## src/rtl/branch_resolve_ctrl.sv

```systemverilog
`timescale 1ns/1ps
`default_nettype none
// ============================================================================
//  Module      : branch_resolve_ctrl
//  Description : Decode-stage branch sequencing controller. Holds a branch in
//                decode until its operands are ready, forwards the branch
//                command to the condition checker, and turns a taken result
//                into a one-cycle PC redirect plus IF/ID flush. Keeps
//                saturating taken/not-taken statistics and a sticky
//                operand-wait timeout flag.
//  Revision    : 1.0 - initial release
// ============================================================================
module branch_resolve_ctrl #(
    parameter int WAIT_MAX = 15,
    parameter int WAIT_W   = 4,
    parameter int CNT_W    = 16
) (
    input  logic             clk,
    input  logic             rstN,
    input  logic             idBranchValid,
    input  logic [1:0]       idBranchCmd,
    input  logic [31:0]      idTarget,
    input  logic             opReady,
    input  logic             stallIn,
    input  logic             brCond,
    input  logic             errClr,
    output logic [1:0]       cuBranchComm,
    output logic             pcLoad,
    output logic [31:0]      pcTarget,
    output logic             flushIfId,
    output logic             stallDecode,
    output logic [CNT_W-1:0] takenCnt,
    output logic [CNT_W-1:0] notTakenCnt,
    output logic             hazardErr
);

    // ------------------------------------------------------------------------
    // Constants
    // ------------------------------------------------------------------------
    localparam logic [WAIT_W-1:0] WAIT_LIMIT = WAIT_W'(WAIT_MAX);
    localparam logic [WAIT_W-1:0] WAIT_ONE   = WAIT_W'(1);
    localparam logic [WAIT_W-1:0] WAIT_ZERO  = '0;
    localparam logic [CNT_W-1:0]  CNT_ONE    = CNT_W'(1);

    // ------------------------------------------------------------------------
    // State encoding
    // ------------------------------------------------------------------------
    typedef enum logic [1:0] {
        ST_IDLE     = 2'd0,
        ST_WAIT     = 2'd1,
        ST_REDIRECT = 2'd2
    } state_t;

    state_t            state;
    logic [WAIT_W-1:0] wait_cnt;

    // ------------------------------------------------------------------------
    // Cycle classification
    // ------------------------------------------------------------------------
    logic              in_decode;     // a branch in decode may be evaluated
    logic              op_wait;       // branch present but operands missing
    logic [WAIT_W-1:0] wait_next;     // saturating next wait count
    logic              timeout;       // wait count lands on the limit
    logic              taken_full;
    logic              not_taken_full;

    assign in_decode      = (state == ST_IDLE) || (state == ST_WAIT);
    assign op_wait        = in_decode && idBranchValid && !opReady && !stallIn;
    assign wait_next      = (wait_cnt >= WAIT_LIMIT) ? WAIT_LIMIT
                                                     : (wait_cnt + WAIT_ONE);
    assign timeout        = op_wait && (wait_next == WAIT_LIMIT);
    assign taken_full     = &takenCnt;
    assign not_taken_full = &notTakenCnt;

    // ------------------------------------------------------------------------
    // Combinational outputs
    // ------------------------------------------------------------------------
    // The checker sees the decode command directly so brCond settles in the
    // same cycle as the next-state decision.
    assign cuBranchComm = idBranchCmd;

    // Redirect and flush fire only from REDIRECT and are suppressed while the
    // pipeline is frozen, which stretches the redirect until the freeze ends.
    assign pcLoad    = (state == ST_REDIRECT) && !stallIn;
    assign flushIfId = (state == ST_REDIRECT) && !stallIn;

    // The reset term keeps the decode stall quiet while reset is held, since
    // the raw inputs can still describe a waiting branch at that time.
    assign stallDecode = op_wait && rstN;

    // Branch sequencing FSM with its wait counter, redirect address,
    // statistics and sticky timeout flag.
    always_ff @(posedge clk or negedge rstN) begin
        if (!rstN) begin
            state       <= ST_IDLE;
            wait_cnt    <= WAIT_ZERO;
            pcTarget    <= 32'h0000_0000;
            takenCnt    <= '0;
            notTakenCnt <= '0;
            hazardErr   <= 1'b0;
        end else begin
            // A global freeze holds every piece of sequencing state.
            if (!stallIn) begin
                case (state)
                    ST_IDLE, ST_WAIT: begin
                        if (idBranchValid) begin
                            if (opReady) begin
                                // Resolve: the checker result decides the path.
                                wait_cnt <= WAIT_ZERO;
                                if (brCond) begin
                                    pcTarget <= idTarget;
                                    state    <= ST_REDIRECT;
                                    if (!taken_full) begin
                                        takenCnt <= takenCnt + CNT_ONE;
                                    end
                                end else begin
                                    state <= ST_IDLE;
                                    if (!not_taken_full) begin
                                        notTakenCnt <= notTakenCnt + CNT_ONE;
                                    end
                                end
                            end else begin
                                // Operands outstanding: keep the branch parked.
                                state    <= ST_WAIT;
                                wait_cnt <= wait_next;
                            end
                        end else begin
                            // Nothing in decode, or the waiting branch was
                            // squashed upstream.
                            state    <= ST_IDLE;
                            wait_cnt <= WAIT_ZERO;
                        end
                    end
                    ST_REDIRECT: begin
                        // Decode holds a wrong-path instruction that is being
                        // flushed, so its valid bit is not looked at here.
                        state <= ST_IDLE;
                    end
                    default: begin
                        state    <= ST_IDLE;
                        wait_cnt <= WAIT_ZERO;
                    end
                endcase
            end

            // A timeout in the same cycle as a clear keeps the flag set.
            if (timeout) begin
                hazardErr <= 1'b1;
            end else if (errClr) begin
                hazardErr <= 1'b0;
            end
        end
    end

endmodule
`default_nettype wire

```

## config.mk

```make
export PLATFORM = sky130hd
export DESIGN_NAME = branch_resolve_ctrl
export DESIGN_NICKNAME = d
export VERILOG_FILES = /design/src/rtl/branch_resolve_ctrl.sv
export SDC_FILE = /design/constraint.sdc
export NUM_CORES = 1
export LEC_CHECK = 0
export BUFFER_PORTS_ARGS = -buffer_cell sky130_fd_sc_hd__buf_2
export CORE_MARGIN = 2
export CORE_UTILIZATION = 25
export CTS_CLUSTER_SIZE = 40
export DETAILED_ROUTE_END_ITERATION = 12
export PLACE_DENSITY = 0.56
export SLEW_MARGIN = 20
export SYNTH_ARGS = -nofsm -noshare
export SYNTH_HDL_FRONTEND = slang
export SYNTH_SLANG_ARGS = --single-unit
export TNS_END_PERCENT = 1
```

## constraint.sdc

```tcl
create_clock -name clk -period 1.8 [get_ports clk]
set_input_delay 0.09 -clock clk [delete_from_list [all_inputs] [get_ports clk]]
set_output_delay 0.09 -clock clk [all_outputs]
set_load 0.03 [all_outputs]
```

After elaboration in Yosys (flattened, before gate mapping):

Index checks and enable logic that the tools add are counted.

* flip-flop bits (word level): 71
* bits of input ports: 41
* word-level logic and storage cells: 46

* add/sub/neg operators: 3
* $lt $le $gt $ge: 1
* eq/ne operators: 3
* mux-type cells: 10
* bitwise logic cells: 5
* reductions and logical operators: 18

Operators with widths (count)
* $add 16x1->16 const B: 2
* $reduce_and 16->1: 2
* $mux 4: 3
* $reduce_and 6->1: 2
* $mux 2: 4
* $pmux 4 s2: 1
* $logic_and 1x1->1: 6
* $not 1->1: 5
* $reduce_and 5->1: 1
* $add 4x1->4 const B: 1
* $eq 4x4->1 const B: 1
* $ge 4x4->1 const B: 1
* $eq 2x1->1 const B: 1
* $eq 2x2->1 const B: 1
* $logic_not 1->1: 2
* $logic_not 2->1: 1
* $mux 1: 2
* $reduce_and 2->1: 1
* $reduce_bool 2->1: 1
* $reduce_or 2->1: 1
* $logic_or 1x1->1: 1

Longest topological paths before layout:

* word-level depth: 7
* mapped depth: 5
* gate-level depth less buffers: 5

Least setup slack after synthesis:

OpenSTA, ideal clock, no wires.

* kind: flip-flop to flip-flop
* start: register takenCnt[0]
* end: register takenCnt[1]
* library setup time: 0.128 ns
* arrival: 1.739 ns
* slack: -0.066 ns
* cell stages (with the launch flop): 6
* path through: dfrtp_1 > ha_1 > nand4_2 > nor3_4 > a21oi_2 > mux2_1

* word-level cells in the longest chain between the ends: 3

RTL lines
* start: declaration: RTL line 32 `output logic [CNT_W-1:0] takenCnt,`
* start signal: assignment: RTL line 114 `takenCnt <= takenCnt + CNT_ONE;`
* parallel branches: the longest is 3 deep, another holds $add 16x1->16

Parallel ways; which one is timed is not known.
A chain may end at the register's enable or synchronous reset.

Final worst setup path:

* start: register takenCnt[0]
* end: register takenCnt[5]

Same word-level chain as after synthesis.

==> metrics <==
clk buf depth=2; Reg power frac=between 40% and 50%; RePlAce Congestion=0.744; DR vias=around 2,600; kind of critical path=reg -> reg; Post-synth ARST share=100%; largest net degree at the start of global routing=30; clock tree from TritonCTS=built; Final TNS setup=0 ns; clk_lat worst skew=0.33 ns; post-synthesis compound-gate area fraction=approximately 6.6%; Slowest cell on crit path=dfrtp_2; mux share of post-synthesis cell area=12.5%; relative slew slack=74.4%; Die Footprint=14,200 um2; WHS=0.157 ns; drt via density=4.34; num ports=~110; multi-input logic area=1460 um2; CP required=a little over 2 ns; grt total ovfl=0; initial antenna violation count=0; LEAKAGE=2.36 nW; HPWL after DPL=~5600 um; first-pass GRT wire length=roughly 13,000 um; Layout area overhead=44.0%; most frequent cells in the layout=buf_2 (105), dfrtp_1 (69), mux2_2 (34), dlygate4sd3_1 (34), xor2_1 (20); initial drt markers=84; Total GRT Usage=11.7%; CP startpoint kind=flop; Ys Warns=0; root buf cell=clkbuf_16; crit share post-route=95.2%; Peak supply drop=609 uV; crit path cell chain=ha_1 > nand4_2 > nor3_4 > buf_4 > a2111oi_2 > xor2_1; synth unique cells=47; vias in the first global route=2,756; worst slack, placed=0.0711 ns; CP max FO=6; Core Rows=42; Residual DRC=0; WP buf/inv=1; CP endpoint kind=flop; Switching Fraction=between 30% and 40%; clock buffer count from CTS=9; Post-synth top flop=dfrtp_1; cell-internal power=3.39 mW; clock share of power=33.9%; Avg Inst Size Synth=12.6 um2; Antenna Cells=0; fin cells=601; # fillers=1,295; simple-gate area share of the yosys netlist=16.8%; Logic pwr share=25.5%; CP delay by family, top=flip-flops; Adder-Cell Fraction of Synth Area=1.13%; Worst-path clk slew=0.05 ns; Synth Instances=263; number of max-cap violations=0; post-synthesis xor/xnor area fraction=a little under 7%; DRT Pass-1 Iters=4; register area share after synthesis=53.7%; Post-synth EDFFs=0; Synth Register Bits=slightly above 70; min Tclk post-route=1.71 ns; Initial Utilization=roughly a quarter; share of cells above drive strength 1=roughly 44%; commonest non-fill, non-tap cell in the layout=buf_2; placed cell count=551; worst hold path class=in -> reg; FMAX=roughly 580 MHz; WL per Instance=13.1 um; final setup fails=0; # clock sinks=71; Core Footprint=between 10,000 and 15,000 um2; H-Tree Depth=3; skew final=0.00376 ns; drt total wl=roughly 7900 um; antenna viol nets, final=0; Die Span X=119 um; Worst Slack Setup Final=0.0857 ns; WP data arrival=between 1.5 and 2 ns; Sequential Area=1780 um2; RSZ-0062 raised after global routing=true; Synthesized Nets=307; run status=finished clean; max-slew violations=0; Final Net Count=~470; Largest stage delay, worst path=0.44 ns; # port buffers=~110; largest family of logic cells by synthesized area=simple AND/OR/NAND/NOR gates; pwr/cell area=about 1100 nW/um2; Slew @ Worst Pin=approximately 0.38 ns; die height=between 100 and 150 um; P_sw=1.62 mW; final hold vios=0; Synth Cell Area=3310 um2
power groups by stage:
stage          Sequential [mW]  Combinational, mW  Clock [mW]
2_1_floorplan             2.53              0.315           0
3_3_place_gp              2.05               1.22           0
3_5_place_dp              2.06               1.24           0
4_1_cts                   2.04               1.29        1.77
5_1_grt                   2.08               1.36        1.82
6_report                  2.03               1.28        1.70
flip-flops by register name, indices dropped and copies added (netlist names):
register	cells
hazardErr	1
notTakenCnt	16
pcTarget	32
state	2
takenCnt	16
wait_cnt	4
worst register-to-register path, delay by kind of cell, from the launching register on:
family | cells | cell delay (ns)
buffers and inverters | 1 | 0.15
adders and majority gates | 1 | 0.26
AOI/OAI and AO/OA | 1 | 0.40
xor gates and xnor gates | 1 | 0.17
and+or+nand+nor | 2 | 0.22
DFF | 1 | 0.44
per-layer routing:
metal	wire [um]	vias up	global-route usage [%]
met4	89	0	3.57
li1	-	1273	-
met5	0	-	0
met2	3900	65	19.6
met1	3410	1261	13.7
met3	476	10	4.89
cells in the mapped netlist (all sizes together), types with 5 or more instances:
cell type,instances,area share [%]
xnor2,6,1.6
a21oi,9,1.5
dfrtp,71,54
a2111oi,5,2.6
nand3,13,2.0
and2,5,0.95
nor4b,5,1.7
xor2,20,5.3
mux2,35,12
nor2,5,0.57
buf,10,2.0
nand2,19,2.2
and3,8,1.5
nand4,11,2.5
per-stage QoR:
step | power [mW] | instance area [um2] | utilization (%)
2_1_floorplan | 2.85 | 3310 | -
3_3_place_gp | 3.27 | 4120 | 31.5
3_5_place_dp | 3.30 | 4120 | 31.5
4_1_cts | 5.11 | 4740 | 36.2
5_1_grt | 5.26 | 4760 | 36.4
6_report | 5.01 | 4760 | 36.4
path summary, 6_finish.rpt:
kind                                              start                 endpoint  slack, ns  depth (start not counted)
worst min-delay path                            stallIn     state[0]$_DFFE_PN0N_       0.16                          3
worst max register to register  takenCnt[0]$_DFFE_PN0P_  takenCnt[5]$_DFFE_PN0P_       0.09                          6
max in group asynchronous                          rstN  pcTarget[0]$_DFFE_PN0P_       0.97                          3
worst max-delay path            takenCnt[0]$_DFFE_PN0P_  takenCnt[5]$_DFFE_PN0P_       0.09                          6
min in group asynchronous                          rstN  wait_cnt[3]$_DFFE_PN0P_       0.17                          2
worst min register to register     state[0]$_DFFE_PN0N_     state[0]$_DFFE_PN0N_       0.47                          1
area by class of cell:
cell class	count	area share, %
clock buffer	14	5.96
inverter	3	0.236
multi-input combinational	179	30.7
sequential	71	37.3
tap	176	4.62
timing repair buffer	158	21.2
cells by family (layout without fill, tap and decap cells):
logic type,Yosys count,count (layout)
compound gates,25,25
xor+xnor,26,26
fa+ha+maj,3,3
buf+inv,13,175
flops,71,71
mux,37,37
simple gates,88,88
what timing repair did:
action / CTS / global route
gates resized for setup: 0 / 1
setup endpoints to repair: 0 / 6
endpoints found under the hold margin: 49 / 0
hold buffers: 34 / 0
buffers inserted: 0 / 2
Power figures use the tool's default switching activity.
